### src/rtl/div_unit.sv
// Iterative RV32M divider: restoring, one quotient bit per cycle, WIDTH+1 edges.
// Ports: clk, rst, start/op/rs1_val/rs2_val/rd_in in; flush; busy, done, result, rd_out out.
module div_unit #(
  parameter int WIDTH        = 32,
  parameter int ADRESS_WIDTH = 5
) (
  input  logic                    clk,
  input  logic                    rst,
  input  logic                    start,
  input  logic [1:0]              op,
  input  logic [WIDTH-1:0]        rs1_val,
  input  logic [WIDTH-1:0]        rs2_val,
  input  logic [ADRESS_WIDTH-1:0] rd_in,
  input  logic                    flush,
  output logic                    busy,
  output logic                    done,
  output logic [WIDTH-1:0]        result,
  output logic [ADRESS_WIDTH-1:0] rd_out
);

  localparam int CW = $clog2(WIDTH);
  localparam logic [CW-1:0] LAST = CW'(WIDTH - 1);

  typedef enum logic [1:0] {
    IDLE,
    CALC,
    FIX
  } state_t;

  state_t state, state_nx;

  logic [CW-1:0]           cnt;
  logic [1:0]              op_q;
  logic [ADRESS_WIDTH-1:0] rd_q;
  logic [WIDTH-1:0]        rem, quo, dvs, raw;
  logic                    qsign, rsign, dz;

  logic                    sgn_op;
  logic [WIDTH-1:0]        a_mag, b_mag;
  logic [WIDTH:0]          shifted, diff;
  logic [WIDTH-1:0]        q_fix, r_fix, res_nx;

  // DIV/REM are the even opcodes
  assign sgn_op = ~op[0];
  assign a_mag  = (sgn_op && rs1_val[WIDTH-1]) ? -rs1_val : rs1_val;
  assign b_mag  = (sgn_op && rs2_val[WIDTH-1]) ? -rs2_val : rs2_val;

  // partial remainder is WIDTH+1 bits only for the trial subtract
  assign shifted = {rem, quo[WIDTH-1]};
  assign diff    = shifted - {1'b0, dvs};

  assign q_fix = qsign ? -quo : quo;
  assign r_fix = rsign ? -rem : rem;

  always_comb begin
    res_nx = quo;
    unique case (op_q)
      2'd0:    res_nx = dz ? '1 : q_fix;
      2'd1:    res_nx = dz ? '1 : quo;
      2'd2:    res_nx = dz ? raw : r_fix;
      default: res_nx = dz ? raw : rem;
    endcase
  end

  always_comb begin
    state_nx = state;
    if (flush) begin
      state_nx = IDLE;
    end else begin
      case (state)
        IDLE:    if (start) state_nx = CALC;
        CALC:    if (cnt == LAST) state_nx = FIX;
        FIX:     state_nx = IDLE;
        default: state_nx = IDLE;
      endcase
    end
  end

  always_ff @(posedge clk) begin
    if (rst) state <= IDLE;
    else     state <= state_nx;
  end

  always_ff @(posedge clk) begin
    if (rst) begin
      cnt    <= '0;
      op_q   <= '0;
      rd_q   <= '0;
      rem    <= '0;
      quo    <= '0;
      dvs    <= '0;
      raw    <= '0;
      qsign  <= 1'b0;
      rsign  <= 1'b0;
      dz     <= 1'b0;
      done   <= 1'b0;
      result <= '0;
      rd_out <= '0;
    end else begin
      done <= 1'b0;
      case (state)
        IDLE: begin
          if (start && !flush) begin
            cnt   <= '0;
            op_q  <= op;
            rd_q  <= rd_in;
            rem   <= '0;
            quo   <= a_mag;
            dvs   <= b_mag;
            raw   <= rs1_val;
            qsign <= rs1_val[WIDTH-1] ^ rs2_val[WIDTH-1];
            rsign <= rs1_val[WIDTH-1];
            dz    <= (rs2_val == '0);
          end
        end
        CALC: begin
          cnt <= cnt + CW'(1);
          if (!diff[WIDTH]) begin
            rem <= diff[WIDTH-1:0];
            quo <= {quo[WIDTH-2:0], 1'b1};
          end else begin
            rem <= shifted[WIDTH-1:0];
            quo <= {quo[WIDTH-2:0], 1'b0};
          end
        end
        FIX: begin
          if (!flush) begin
            result <= res_nx;
            rd_out <= rd_q;
            done   <= 1'b1;
          end
        end
        default: ;
      endcase
    end
  end

  assign busy = (state != IDLE);

endmodule

### config.mk
export PLATFORM = sky130hd
export DESIGN_NAME = div_unit
export DESIGN_NICKNAME = d
export VERILOG_FILES = /design/src/rtl/div_unit.sv
export SDC_FILE = /design/constraint.sdc
export NUM_CORES = 1
export LEC_CHECK = 0
export BUFFER_PORTS_ARGS = -buffer_cell sky130_fd_sc_hd__buf_2
export CAP_MARGIN = 10
export CORE_UTILIZATION = 56
export CTS_CLUSTER_SIZE = 12
export DETAILED_ROUTE_END_ITERATION = 7
export PLACE_DENSITY_LB_ADDON = 0.1
export SLEW_MARGIN = 20
export SYNTH_ARGS = -nofsm -noshare
export SYNTH_HDL_FRONTEND = slang
export SYNTH_SLANG_ARGS = --single-unit
### constraint.sdc
create_clock -name clk -period 3.5 [get_ports clk]
set_input_delay 0.525 -clock clk [delete_from_list [all_inputs] [get_ports clk]]
set_output_delay 0.525 -clock clk [all_outputs]
set_load 0.005 [all_outputs]
* Yosys cells after proc, flatten, opt, wreduce, memory -nomap -nowiden
Index checks and enable logic that the tools add are counted.
** Word-level totals
- Register bits :: 183
- Bits of input ports :: 75
- Output and inout bits :: 39
- Bits in read-only memories :: 0
- Word-level logic and storage cells :: 68
- Bits in latches :: 0
- Memories kept :: 0
- RAM bits :: 0
** Operators by class
- $add $sub $neg :: 6
- Multipliers :: 0
- Eq/ne operators :: 8
- Magnitude comparators :: 0
- Div/mod/pow operators :: 0
- Mux-type cells :: 21
- Bitwise logic cells :: 4
- Shift operators :: 0
- Reduce and logical (&&, ||, !) cells :: 15
** Operators with widths (count)
- $mux 32 :: 11
- $neg 32->32 :: 4
- $pmux 32 s2 :: 2
- $pmux 32 s3 :: 1
- $sub 33x32->33 :: 1
- $logic_not 32->1 :: 1
- $pmux 5 s2 :: 1
- $reduce_and 2->1 :: 4
- $ne 2x2->1 const B :: 3
- $add 5x1->5 const B :: 1
- $eq 5x5->1 const B :: 1
- $mux 5 :: 1
- $eq 2x1->1 const B :: 2
- $eq 2x2->1 const B :: 2
- $logic_not 2->1 :: 2
- $mux 2 :: 2
- $pmux 2 s2 :: 1
- $reduce_bool 2->1 :: 2
- $reduce_or 2->1 :: 2
- $logic_and 1x1->1 :: 3
- $not 1->1 :: 3
- $mux 1 :: 2
- $logic_not 1->1 :: 1
- $xor 1x1->1 :: 1

* Longest topological paths before layout
- Word-level depth :: 5
- Gate-level depth with buffers :: 12
- Depth with buffers taken out :: 11

* Least setup slack after synthesis
OpenSTA, ideal clock, no wires.
- Kind :: register to register
- Start point :: register quo[31]
- End point :: register rem[3]
- Arrival time :: 2897 ps
- Stages on the path, launching flop included :: 13
- Clock period less this slack :: 3026 ps
- Library setup time :: 129 ps
- Data required time :: 3371 ps
- Path buffers :: 1
- Path slack :: 474 ps
- Cell sequence :: dfxtp_1 inv_1 ha_1 fa_1 nand2b_1 a21oi_1 o21ai_0 o2111ai_1 nand2_1 o311ai_2 buf_2 mux2i_1 o21ai_0
** Between the ends
- Longest elaborated chain between the ends :: 3
** RTL lines
- start, declared :: RTL line 35 : logic [WIDTH-1:0] rem, quo, dvs, raw;
- start signal, assigned :: RTL line 108 : quo <= a_mag;
- start signal, assigned :: RTL line 120 : quo <= {quo[WIDTH-2:0], 1'b1};
- start signal, assigned :: RTL line 123 : quo <= {quo[WIDTH-2:0], 1'b0};
- $sub 33x32->33 :: RTL line 50 : assign diff = shifted - {1'b0, dvs};
- $mux 32 :: RTL line 118 : if (!diff[WIDTH]) begin
- $pmux 32 s2 :: RTL line 101 : case (state)
- end signal, assigned :: RTL line 119 : rem <= diff[WIDTH-1:0];
- end signal, assigned :: RTL line 122 : rem <= shifted[WIDTH-1:0];
- end, declared :: RTL line 35
Every way passes these cells.
A chain may end at the register's enable or synchronous reset.

* Worst setup path after layout
- Start point :: register quo[31]
- End point :: register rem[0]
** Between the ends
- Longest elaborated chain between the ends :: 3
** RTL lines (RTL line)
- $sub 33x32->33 :: 50
- $mux 32 (*) :: 118
- $pmux 32 s2 (*) :: 101
Mark *: on every way between the ends. The rest lies on a longest branch, timed or not.

==> metrics.log <==
INFO  metric number_of_hold_violations_in_the_final_report = 0
INFO  metric multiInputGateArea = 8100 sq um
INFO  metric share_clk_of_total_power = 36.9%
INFO  metric rsz0062_at_grt = no
INFO  metric leakage_power_of_the_design = 5.39 nW
INFO  metric number_of_buffers_between_clock_root_and_the_deepest_sink = 2
INFO  metric cts_inserted_buffers = 17
INFO  metric synth.top_cell.area_share = 29.4%
INFO  metric cts_root_buffer = clkbuf_16
INFO  metric core.rowCount = 54
INFO  metric post_drt_via_cell_ratio = 6.24
INFO  metric setup-violations-final = 0
INFO  metric fin_crit_sh = 94.4%
INFO  metric clkSlewWorstSetupHoldPaths = 70 ps
INFO  metric floorplan.initialDensity = 56.9%
INFO  metric crit_fanout = 20
INFO  metric critPathMostFrequentCell = o21ai_0
INFO  metric max_stage_delay = 400 ps
INFO  metric syn_area_per_cell = 7.39 sq um
INFO  metric chip_height = 151 microns
INFO  metric slew_violations = 0
INFO  metric fin_nets = 1,861
INFO  metric worst_vdd_drop = 0.306 mV
INFO  metric syn_to_final_growth = 12.8%
INFO  metric num-fill-cells = 1,992
INFO  metric routed_wire_length_per_instance = 19.7 microns
INFO  metric htree_num_levels = 4
INFO  metric synth.yosys.warnings = 0
INFO  metric die_w = 151 microns
INFO  metric critical-path-slowest-cell = fa_1
INFO  metric cts_num_sinks = 182
INFO  metric power_density = 397 nW/um^2
INFO  metric fin_tns_setup = 0 ps
INFO  metric synthMostInstantiatedCell = nand2_1
INFO  metric pin_slew_with_the_least_headroom_to_its_limit = 1090 ps
INFO  metric synthesis.instances = 1,674
INFO  metric criticalPathCategory = register to register
INFO  metric timing.max_slew.rel_slack = 27.0%
INFO  metric worstPathCellList = inv_1, ha_1, fa_1, nand2b_1, a21oi_2, o21ai_0, o2111ai_1, nand2_1, o311ai_4, buf_12, mux2_2, o21ai_0
INFO  metric most_area_hungry_cell_type_in_the_yosys_netlist = dfxtp_1
INFO  metric timing.critical_path.required = 3860 ps
INFO  metric clock_latency = 450 ps
INFO  metric fin_worst_skew = 11.9 ps
INFO  metric status = finished, final reports clean
INFO  metric p_switching = 1.80 mW
INFO  metric drc = 0
INFO  metric synth.distinct_cells = 80
INFO  metric ant_nets = 0
INFO  metric antenna_found_initial = 6
INFO  metric global_route.usage.total = 35.6%
INFO  metric synth-edff-count = 0
INFO  metric holdBufCountCts = 0
INFO  metric coreArea = 21,800 sq um
INFO  metric grt_max_degree = 90
INFO  metric setup.worst_path.end_class = register
INFO  metric finalWeightedCongestion = 0.959
INFO  metric detailed_routing_iteration_count_for_the_pre_antenna_repair_pass = 5
INFO  metric vias = 12,800
INFO  metric max_clock_freq = 0.303 GHz
INFO  metric timing.critical_path.arrival = 3660 ps
INFO  metric detailedRoute.firstIterationViolations = 1,307
INFO  metric final_period_minus_worst_setup_slack = 3300 ps
INFO  metric grt_pass1_vias = 11,200
INFO  metric number_of_storage_elements_in_the_synthesis_netlist = 182
INFO  metric synth_area_leaders = dfxtp_1 (29%), nand2_1 (8.1%), a21oi_1 (6.8%), o21ai_0 (5.0%), xnor2_1 (4.0%)
INFO  metric p_comb_share = 23.0%
INFO  metric ys_dominant_reg_cell = dfxtp_1
INFO  metric grt.overflow.total = 0
INFO  metric io_pins = 114
INFO  metric cap_violations = 0
INFO  metric share_of_the_yosys_chip_area_belonging_to_registers = 29.4%
INFO  metric area.sequential = 3640 sq um
INFO  metric netlist_top_cells_count = nand2_1 (266), dfxtp_1 (182), a21oi_1 (168)
INFO  metric power_switching_share = 32.5%
INFO  metric hpwl_reported_at_the_end_of_detailed_placement = 30.1 mm
INFO  metric grt_pass1_wl = 61.8 mm
INFO  metric routed_wirelength = 40.4 mm
INFO  metric die_area = 22,700 sq um
INFO  metric worst_setup_path_start_kind = register
INFO  metric post_layout_nonfiller_instances = 2,045
INFO  metric synth_area = 12,400 sq um
INFO  metric share_seq_of_total_power = 40.1%
INFO  metric placed_cells = 2,008
INFO  metric hold_path_class = input pin to register
INFO  metric ratio_of_cells_with_drive_above_1_in_the_final_layout = 13.2%
INFO  metric async_flop_share = 0%
INFO  metric synthesis.nets = 1,788
INFO  metric clock_tree_from_tritoncts = done
INFO  metric place.port_buffers = 113
INFO  metric p_int = 3.74 mW
-- routing by layer --
layer,global-route usage (%),routed length [microns],vias to the layer above
li1,-,-,6182
met1,52.2,18500,5842
met2,51.2,16800,663
met3,8.27,4120,71
met4,10.4,932,2
met5,0,11,-
-- flip-flops by register name, indices dropped and copies added (netlist names) --
name	count
cnt	5
done	1
dvs	32
dz	1
op_q	2
qsign	1
quo	32
raw	32
rd_out	5
rd_q	5
rem	32
result	32
state	2
-- cell type report --
cell class	count	share of cell area, %
Timing Repair Buffer	169	7.29
Clock buffer	18	3.15
Multi-Input combinational cell	1322	58.0
Sequential cell	182	26.1
Antenna cell	5	0.0896
Inverter	55	1.48
Tap cell	280	2.51
Clock inverter	14	1.34
-- power groups by stage --
stage,Clock (mW),Sequential [mW],Combinational (mW)
after floorplan,0,2.24,0.875
after detailed placement,0,2.27,1.24
after CTS,2.07,2.22,1.25
after global routing,2.16,2.23,1.38
final,2.05,2.23,1.27
after global placement,0,2.27,1.22
-- cells by family (layout without fill, tap and decap cells) --
| logic type | after synthesis | count (layout) | synth area share, % |
|---|---|---|---|
| AO/OA/AOI/OAI | 526 | 526 | 27.0 |
| XOR/XNOR | 112 | 112 | 7.93 |
| adder cells (fa/ha/maj) | 39 | 39 | 4.00 |
| buffers and inverters | 170 | 256 | 5.33 |
| flip-flops | 182 | 182 | 29.4 |
| multiplexers | 45 | 45 | 3.68 |
| other | 0 | 5 | 0 |
| AND/OR/NAND/NOR | 600 | 600 | 22.6 |
-- cell usage in the layout, fill, tap and decap left out, drive strengths merged, types with 8 or more instances in the layout --
cell | netlist | final
or4 | 13 | 13
o211ai | 23 | 23
nor2 | 124 | 124
o21ai | 126 | 126
a22oi | 31 | 31
o21a | 12 | 12
inv | 54 | 60
ha | 38 | 38
nand3 | 25 | 25
a221oi | 10 | 10
a21oi | 168 | 168
dfxtp | 182 | 182
mux2i | 41 | 41
a211oi | 32 | 32
or2 | 8 | 8
buf | 10 | 169
o31ai | 20 | 20
xnor2 | 57 | 57
and2 | 8 | 8
nor4 | 16 | 16
a21o | 17 | 17
a311oi | 8 | 8
nor2b | 12 | 12
nand4 | 17 | 17
a31oi | 10 | 10
nor3 | 40 | 40
xor2 | 55 | 55
nand2b | 22 | 22
o41ai | 10 | 10
or3 | 21 | 21
nand2 | 266 | 266
nand3b | 8 | 8
clkbuf | 105 | 18
-- stage by stage --
step                      total power [mW]  cell area, sq um  hold slack (ps)  setup slack [ps]  utilization [%]
final                                 5.55             14000              297               197             64.2
after global routing                  5.77             13900              303              40.7             64.1
after CTS                             5.53             13900              285               138             64.1
after detailed placement              3.51             13300              430               239             61.2
after global placement                3.49             13300              427               345             61.2
after floorplan                       3.12             12400              431               474                -
-- worst paths after layout --
check                                             start                       to  slack [ps]  cells after the start
worst max-delay path               quo[31]$_SDFFE_PP0P_      rem[0]$_SDFFE_PP0P_         200                     12
worst min-delay path                              flush    state[1]$_SDFFE_PP0P_         300                      2
worst max register to register     quo[31]$_SDFFE_PP0P_      rem[0]$_SDFFE_PP0P_         200                     12
worst min register to register  result[16]$_SDFFE_PP0P_  result[16]$_SDFFE_PP0P_         440                      2
-- repair_timing --
action / in CTS / in global routing
setup buffers: 0 / 0
resized for setup: 0 / 2
setup endpoints to repair: 0 / 10
-- critical path: cells and delay by family (launching register included) --
| kind | cells | cell delay (ps) |
|---|---|---|
| AO/OA/AOI/OAI | 5 | 1180 |
| adder cells (fa/ha/maj) | 2 | 620 |
| AND/OR/NAND/NOR | 2 | 380 |
| flip-flops | 1 | 370 |
| multiplexers | 1 | 340 |
| buffers and inverters | 2 | 330 |
Note: power is estimated with default switching activity, not from simulation.
